--- src/rtl/wb_stream_loader_if.sv ---
// Byte-stream input and Wishbone write-master signals of wb_stream_loader.
// Directions are named from the loader's side.
interface wb_stream_loader_if;
    logic        rx_valid_i;
    logic [7:0]  rx_data_i;
    logic        rx_ready_o;
    logic        wb_cyc_o;
    logic        wb_stb_o;
    logic        wb_we_o;
    logic [31:0] wb_adr_o;
    logic [31:0] wb_dat_o;
    logic [3:0]  wb_sel_o;
    logic        wb_ack_i;

    modport master (
        input  rx_valid_i, rx_data_i, wb_ack_i,
        output rx_ready_o, wb_cyc_o, wb_stb_o, wb_we_o, wb_adr_o, wb_dat_o, wb_sel_o
    );

    modport slave (
        output rx_valid_i, rx_data_i, wb_ack_i,
        input  rx_ready_o, wb_cyc_o, wb_stb_o, wb_we_o, wb_adr_o, wb_dat_o, wb_sel_o
    );
endinterface

--- src/rtl/wb_stream_loader.sv ---
// Wishbone master that packs a byte stream big-endian into 32-bit words and
// writes them to consecutive word addresses starting at a programmable base.
module wb_stream_loader #(
    parameter int unsigned ack_timeout = 255,
    parameter int unsigned len_width   = 16
) (
    input  logic                 clk_i,
    input  logic                 rst_i,
    input  logic                 start_i,
    input  logic [31:0]          base_adr_i,
    input  logic [len_width-1:0] len_i,
    input  logic                 abort_i,
    wb_stream_loader_if.master   bus,
    output logic                 busy_o,
    output logic                 done_o,
    output logic                 err_o,
    output logic [len_width-1:0] words_o
);
    localparam int unsigned TO_W = (ack_timeout > 1) ? $clog2(ack_timeout) : 1;

    typedef enum logic [1:0] {IDLE, COLLECT, WRITE} state_e;

    state_e               state_q;
    logic [1:0]           byte_idx_q;
    logic [31:0]          dat_q;
    logic [31:0]          adr_q;
    logic [len_width-1:0] len_q;
    logic [len_width-1:0] words_q;
    logic [TO_W-1:0]      to_cnt_q;
    logic                 stb_q;
    logic                 rdy_q;
    logic                 busy_q;
    logic                 done_q;
    logic                 err_q;

    always_ff @(posedge clk_i or posedge rst_i) begin
        if (rst_i) begin
            state_q    <= IDLE;
            byte_idx_q <= 2'd0;
            dat_q      <= 32'd0;
            adr_q      <= 32'd0;
            len_q      <= '0;
            words_q    <= '0;
            to_cnt_q   <= '0;
            stb_q      <= 1'b0;
            rdy_q      <= 1'b0;
            busy_q     <= 1'b0;
            done_q     <= 1'b0;
            err_q      <= 1'b0;
        end else begin
            done_q <= 1'b0;
            err_q  <= 1'b0;
            if (abort_i) begin
                // Partial word is dropped; words count is kept for software.
                state_q    <= IDLE;
                byte_idx_q <= 2'd0;
                to_cnt_q   <= '0;
                stb_q      <= 1'b0;
                rdy_q      <= 1'b0;
                busy_q     <= 1'b0;
            end else begin
                unique case (state_q)
                    IDLE: begin
                        if (start_i) begin
                            if (len_i != '0) begin
                                state_q    <= COLLECT;
                                len_q      <= len_i;
                                adr_q      <= base_adr_i & 32'hFFFF_FFFC;
                                words_q    <= '0;
                                byte_idx_q <= 2'd0;
                                rdy_q      <= 1'b1;
                                busy_q     <= 1'b1;
                            end else begin
                                done_q <= 1'b1;
                            end
                        end
                    end
                    COLLECT: begin
                        if (bus.rx_valid_i && rdy_q) begin
                            dat_q      <= {dat_q[23:0], bus.rx_data_i};
                            byte_idx_q <= byte_idx_q + 2'd1;
                            if (byte_idx_q == 2'd3) begin
                                state_q  <= WRITE;
                                rdy_q    <= 1'b0;
                                stb_q    <= 1'b1;
                                to_cnt_q <= '0;
                            end
                        end
                    end
                    WRITE: begin
                        if (bus.wb_ack_i) begin
                            stb_q   <= 1'b0;
                            words_q <= words_q + len_width'(1);
                            adr_q   <= adr_q + 32'd4;
                            if (words_q + len_width'(1) == len_q) begin
                                state_q <= IDLE;
                                busy_q  <= 1'b0;
                                done_q  <= 1'b1;
                            end else begin
                                state_q <= COLLECT;
                                rdy_q   <= 1'b1;
                            end
                        end else if (ack_timeout != 0 &&
                                     to_cnt_q == TO_W'(ack_timeout - 1)) begin
                            state_q <= IDLE;
                            stb_q   <= 1'b0;
                            busy_q  <= 1'b0;
                            err_q   <= 1'b1;
                        end else begin
                            to_cnt_q <= to_cnt_q + TO_W'(1);
                        end
                    end
                    default: state_q <= IDLE;
                endcase
            end
        end
    end

    assign bus.rx_ready_o = rdy_q;
    assign bus.wb_cyc_o   = stb_q;
    assign bus.wb_stb_o   = stb_q;
    assign bus.wb_we_o    = stb_q;
    assign bus.wb_sel_o   = {4{stb_q}};
    assign bus.wb_adr_o   = adr_q;
    assign bus.wb_dat_o   = dat_q;
    assign busy_o         = busy_q;
    assign done_o         = done_q;
    assign err_o          = err_q;
    assign words_o        = words_q;
endmodule

--- src/flat_wrapper.sv ---
// flat-port wrapper written by rule: the top's interface ports become plain ports
module wb_stream_loader_flat 
#(
    parameter int unsigned ack_timeout = 255,
    parameter int unsigned len_width   = 16
)
  (clk_i, rst_i, start_i, base_adr_i, len_i, abort_i, busy_o, done_o, err_o, words_o, bus_rx_valid_i, bus_rx_data_i, bus_wb_ack_i, bus_rx_ready_o, bus_wb_cyc_o, bus_wb_stb_o, bus_wb_we_o, bus_wb_adr_o, bus_wb_dat_o, bus_wb_sel_o);
  wb_stream_loader_if bus_i ();
  input  logic clk_i;
  input  logic rst_i;
  input  logic start_i;
  input  logic [31:0] base_adr_i;
  input  logic [len_width-1:0] len_i;
  input  logic abort_i;
  output logic busy_o;
  output logic done_o;
  output logic err_o;
  output logic [len_width-1:0] words_o;
  input wire logic [$bits(bus_i.rx_valid_i)-1:0] bus_rx_valid_i;
  input wire logic [$bits(bus_i.rx_data_i)-1:0] bus_rx_data_i;
  input wire logic [$bits(bus_i.wb_ack_i)-1:0] bus_wb_ack_i;
  output wire logic [$bits(bus_i.rx_ready_o)-1:0] bus_rx_ready_o;
  output wire logic [$bits(bus_i.wb_cyc_o)-1:0] bus_wb_cyc_o;
  output wire logic [$bits(bus_i.wb_stb_o)-1:0] bus_wb_stb_o;
  output wire logic [$bits(bus_i.wb_we_o)-1:0] bus_wb_we_o;
  output wire logic [$bits(bus_i.wb_adr_o)-1:0] bus_wb_adr_o;
  output wire logic [$bits(bus_i.wb_dat_o)-1:0] bus_wb_dat_o;
  output wire logic [$bits(bus_i.wb_sel_o)-1:0] bus_wb_sel_o;
  assign bus_i.rx_valid_i = bus_rx_valid_i;
  assign bus_i.rx_data_i = bus_rx_data_i;
  assign bus_i.wb_ack_i = bus_wb_ack_i;
  assign bus_rx_ready_o = bus_i.rx_ready_o;
  assign bus_wb_cyc_o = bus_i.wb_cyc_o;
  assign bus_wb_stb_o = bus_i.wb_stb_o;
  assign bus_wb_we_o = bus_i.wb_we_o;
  assign bus_wb_adr_o = bus_i.wb_adr_o;
  assign bus_wb_dat_o = bus_i.wb_dat_o;
  assign bus_wb_sel_o = bus_i.wb_sel_o;
  wb_stream_loader #(.ack_timeout(ack_timeout), .len_width(len_width)) u_core (.clk_i(clk_i), .rst_i(rst_i), .start_i(start_i), .base_adr_i(base_adr_i), .len_i(len_i), .abort_i(abort_i), .bus(bus_i), .busy_o(busy_o), .done_o(done_o), .err_o(err_o), .words_o(words_o));
endmodule
--- config.mk ---
export PLATFORM = sky130hd
export DESIGN_NAME = wb_stream_loader_flat
export DESIGN_NICKNAME = d
export VERILOG_FILES = /design/src/rtl/wb_stream_loader_if.sv /design/src/rtl/wb_stream_loader.sv /design/src/flat_wrapper.sv
export SDC_FILE = /design/constraint.sdc
export NUM_CORES = 1
export LEC_CHECK = 0
export BUFFER_PORTS_ARGS = -buffer_cell sky130_fd_sc_hd__buf_2
export CORE_MARGIN = 2
export CORE_UTILIZATION = 40
export CTS_CLUSTER_DIAMETER = 40
export DETAILED_ROUTE_END_ITERATION = 10
export PLACE_DENSITY_LB_ADDON = 0.08
export SLEW_MARGIN = 20
export SYNTH_ARGS = -nofsm -noshare
export SYNTH_HDL_FRONTEND = slang
export SYNTH_SLANG_ARGS = --single-unit
--- constraint.sdc ---
create_clock -name clk_i -period 3.3 [get_ports clk_i]
set_input_delay 0.33 -clock clk_i [delete_from_list [all_inputs] [get_ports clk_i]]
set_output_delay 0.33 -clock clk_i [all_outputs]
set_load 0.03 [all_outputs]
==> out/qor.csv <==
metric,value,unit
number of synthesized register bits,111,
CORE AREA,14500,um^2
CTS Hold Bufs,0,
Fin. Hold Viols,0,
GR Util All Layers,20.2,%
slowest cell on the critical path,dfrtp_1,
"Warnings, synthesis",0,
1st-pass router iterations,5,
Multi-input gate area,2930,um^2
ant diodes,0,
largest net degree at the start of global routing,68,
crit path launch type,register,
Num CTS Buffers,9,
worst hold path class,input pin to async pin,
Root Buffer,clkbuf_16,
vias in the first global route,5038,
Vias/cell,5.56,
number of I/O port buffers,148,
Avg WL per Cell,16.7,um
mapped cell area,5930,um^2
Max Cap Viol,0,
ys async rst share,100,%
Total Routed Length,15900,um
DRC violation count after routing,0,
CTS sink cnt,111,
Cell Pwr Density,766,nW/um^2
"Distinct cells, synth",61,
Final Cycle Share,80.5,%
"commonest non-fill, non-tap cell in the layout",buf_2,
DR vias,5293,
final hold slack,0.130,ns
unrepaired setup endpoints after global routing,no,
H-tree Lvls,3,
Setup Skew,0.0121,ns
synthesis-to-layout area growth,20.1,%
initial core utilization,40.8,%
Sum Neg Setup Slack,0,ns
Reg area,2780,um^2
Power Total,5450,uW
max incr delay on CP,0.52,ns
final core utilization,49.0,%
outcome,"complete, no violations",
latest clock arrival within the worst-skew pair,0.36,ns
Max VDD drop,0.380,mV
total leakage power,0.00338,uW
crit end category,register,
RD Place Congestion,0.865,
crit-path cells,ha_1 > nand4_4 > nor3_1 > xnor2_1 > a211oi_1 > nand4_1 > a221o_1,
clock transition at the registers of the reported paths,0.08,ns
die area,15800,um^2
final-layout fill cell count,1407,
Final Max Tran Viols,0,
Post-synth EDFFs,0,
"Seq/Total Area, Yosys",46.8,%
"Setup Fix Bufs, Post-CTS",0,
syn avg cell area,9.31,um^2
"area leader, netlist",dfrtp_1,
kind of critical path,register to register,
critical path arrival,2.90,ns
Chip Width,126,um
Layout Nets,830,
dominant synthesized flop cell,dfrtp_1,
Worst slew margin,36.8,%
layout cells sized above 1,28.9,%
"antenna viol nets, final",0,
Final min period,2.66,ns
cell count of the worst reg-to-reg path,7,
initial antenna violation count,0,
Die H,126,um
worst-path maximum fanout,7,
fmax,377,MHz
Rows,44,
# setup viols final,0,
top-area cell type share of the netlist area,46.8,%
DPL Wire Length,11100,um
CTS resizes,0,
DRT iter0 DRCs,265,
WP data required,3.54,ns
Worst Tran Pin Value,0.939,ns
GR Overflow Total,0,
global-route wire length before repair,26100,um
most frequent cells in the layout,"buf_2 (148), dfrtp_1 (111), nand2_1 (94), nor2_1 (52)",
"top cells by area, synth","dfrtp_1 (47%), mux2_2 (6.1%), nand2_1 (6.0%)",
CTS tree,done,
Clock Path Buffers,2,
Gate Count Post-Synth,637,
# IOs,153,
[kinds of logic after synthesis]
kind of cell / count (synthesis) / share of synthesized area [%]
and+or+nand+nor: 252 / 21.6
AOI/OAI and AO/OA: 158 / 16.6
DFF: 111 / 46.8
buffers and inverters: 54 / 4.20
muxes: 32 / 6.08
xor gates and xnor gates: 24 / 3.55
adders and majority gates: 5 / 1.06
other: 1 / 0.0632
[path summary, 6_finish.rpt]
| kind | to | slack, ns | from |
|---|---|---|---|
| worst max-delay path | u_core.busy_o | 0.64 | u_core.words_o[0] |
| worst min-delay path | u_core.bus.wb_dat_o[31] | 0.13 | rst_i |
| worst max register to register | u_core.busy_o | 0.64 | u_core.words_o[0] |
| worst min register to register | u_core.bus.wb_dat_o[29] | 0.50 | u_core.bus.wb_dat_o[29] |
| max in group asynchronous | u_core.bus.wb_adr_o[6] | 2.37 | rst_i |
| min in group clk_i | u_core.len_q[10] | 0.18 | len_i[10] |
[through the flow]
step	setup WS [ns]	area (um^2)	cells
finish	0.645	7120	952
global route	0.392	7120	952
CTS	0.609	7120	952
detailed placement	0.623	6810	936
global placement	0.704	6810	936
floorplan	0.0393	5930	638
[cell type report]
class,count,share of cell area [%]
sequential,111,39.0
tap,184,3.23
clock buffer,10,3.36
multi-input combinational,473,41.2
timing repair buffer,158,11.6
clock inverter,6,1.04
inverter,10,0.562
[state kept, by name, indices dropped and copies added (netlist names)]
signal                 count
u_core.bus.rx_ready_o      1
u_core.bus.wb_adr_o       30
u_core.bus.wb_cyc_o        1
u_core.bus.wb_dat_o       32
u_core.busy_o              1
u_core.byte_idx_q          2
u_core.done_o              1
u_core.err_o               1
u_core.len_q              16
u_core.state_q             2
u_core.to_cnt_q            8
u_core.words_o            16
[where the power goes]
| part | leakage, uW | internal (uW) | switching [uW] | total (uW) |
|---|---|---|---|---|
| combinational | 0.00182 | 722 | 1390 | 2110 |
| clock | 0.000148 | 622 | 540 | 1160 |
| sequential | 0.00142 | 1740 | 433 | 2180 |
| total | 0.00338 | 3090 | 2360 | 5450 |
[layer usage]
metal / GRT usage [%] / vias up / routed length [um]
met5: 0 / - / 0
met2: 30.7 / 177 / 7330
met3: 5.40 / 17 / 1000
met4: 6.14 / 0 / 213
met1: 28.5 / 2554 / 7390
li1: - / 2545 / -
[synth_stat cells (13+ instances only)]
master	count
nand3_1	29
o21ai_0	43
nand2_1	94
mux2_2	32
nor2_1	52
clkbuf_1	25
o22ai_1	13
dfrtp_1	111
nand4_1	13
xnor2_1	17
a21oi_1	43
[critical path: cells and delay by family, from the launching register on]
| family | cells | cell delay [ns] |
|---|---|---|
| compound gates | 2 | 0.69 |
| fa+ha+maj | 1 | 0.39 |
| xor+xnor | 1 | 0.13 |
| flops | 1 | 0.52 |
| simple gates | 3 | 0.81 |
No activity file was read; power rests on OpenSTA's default activity.
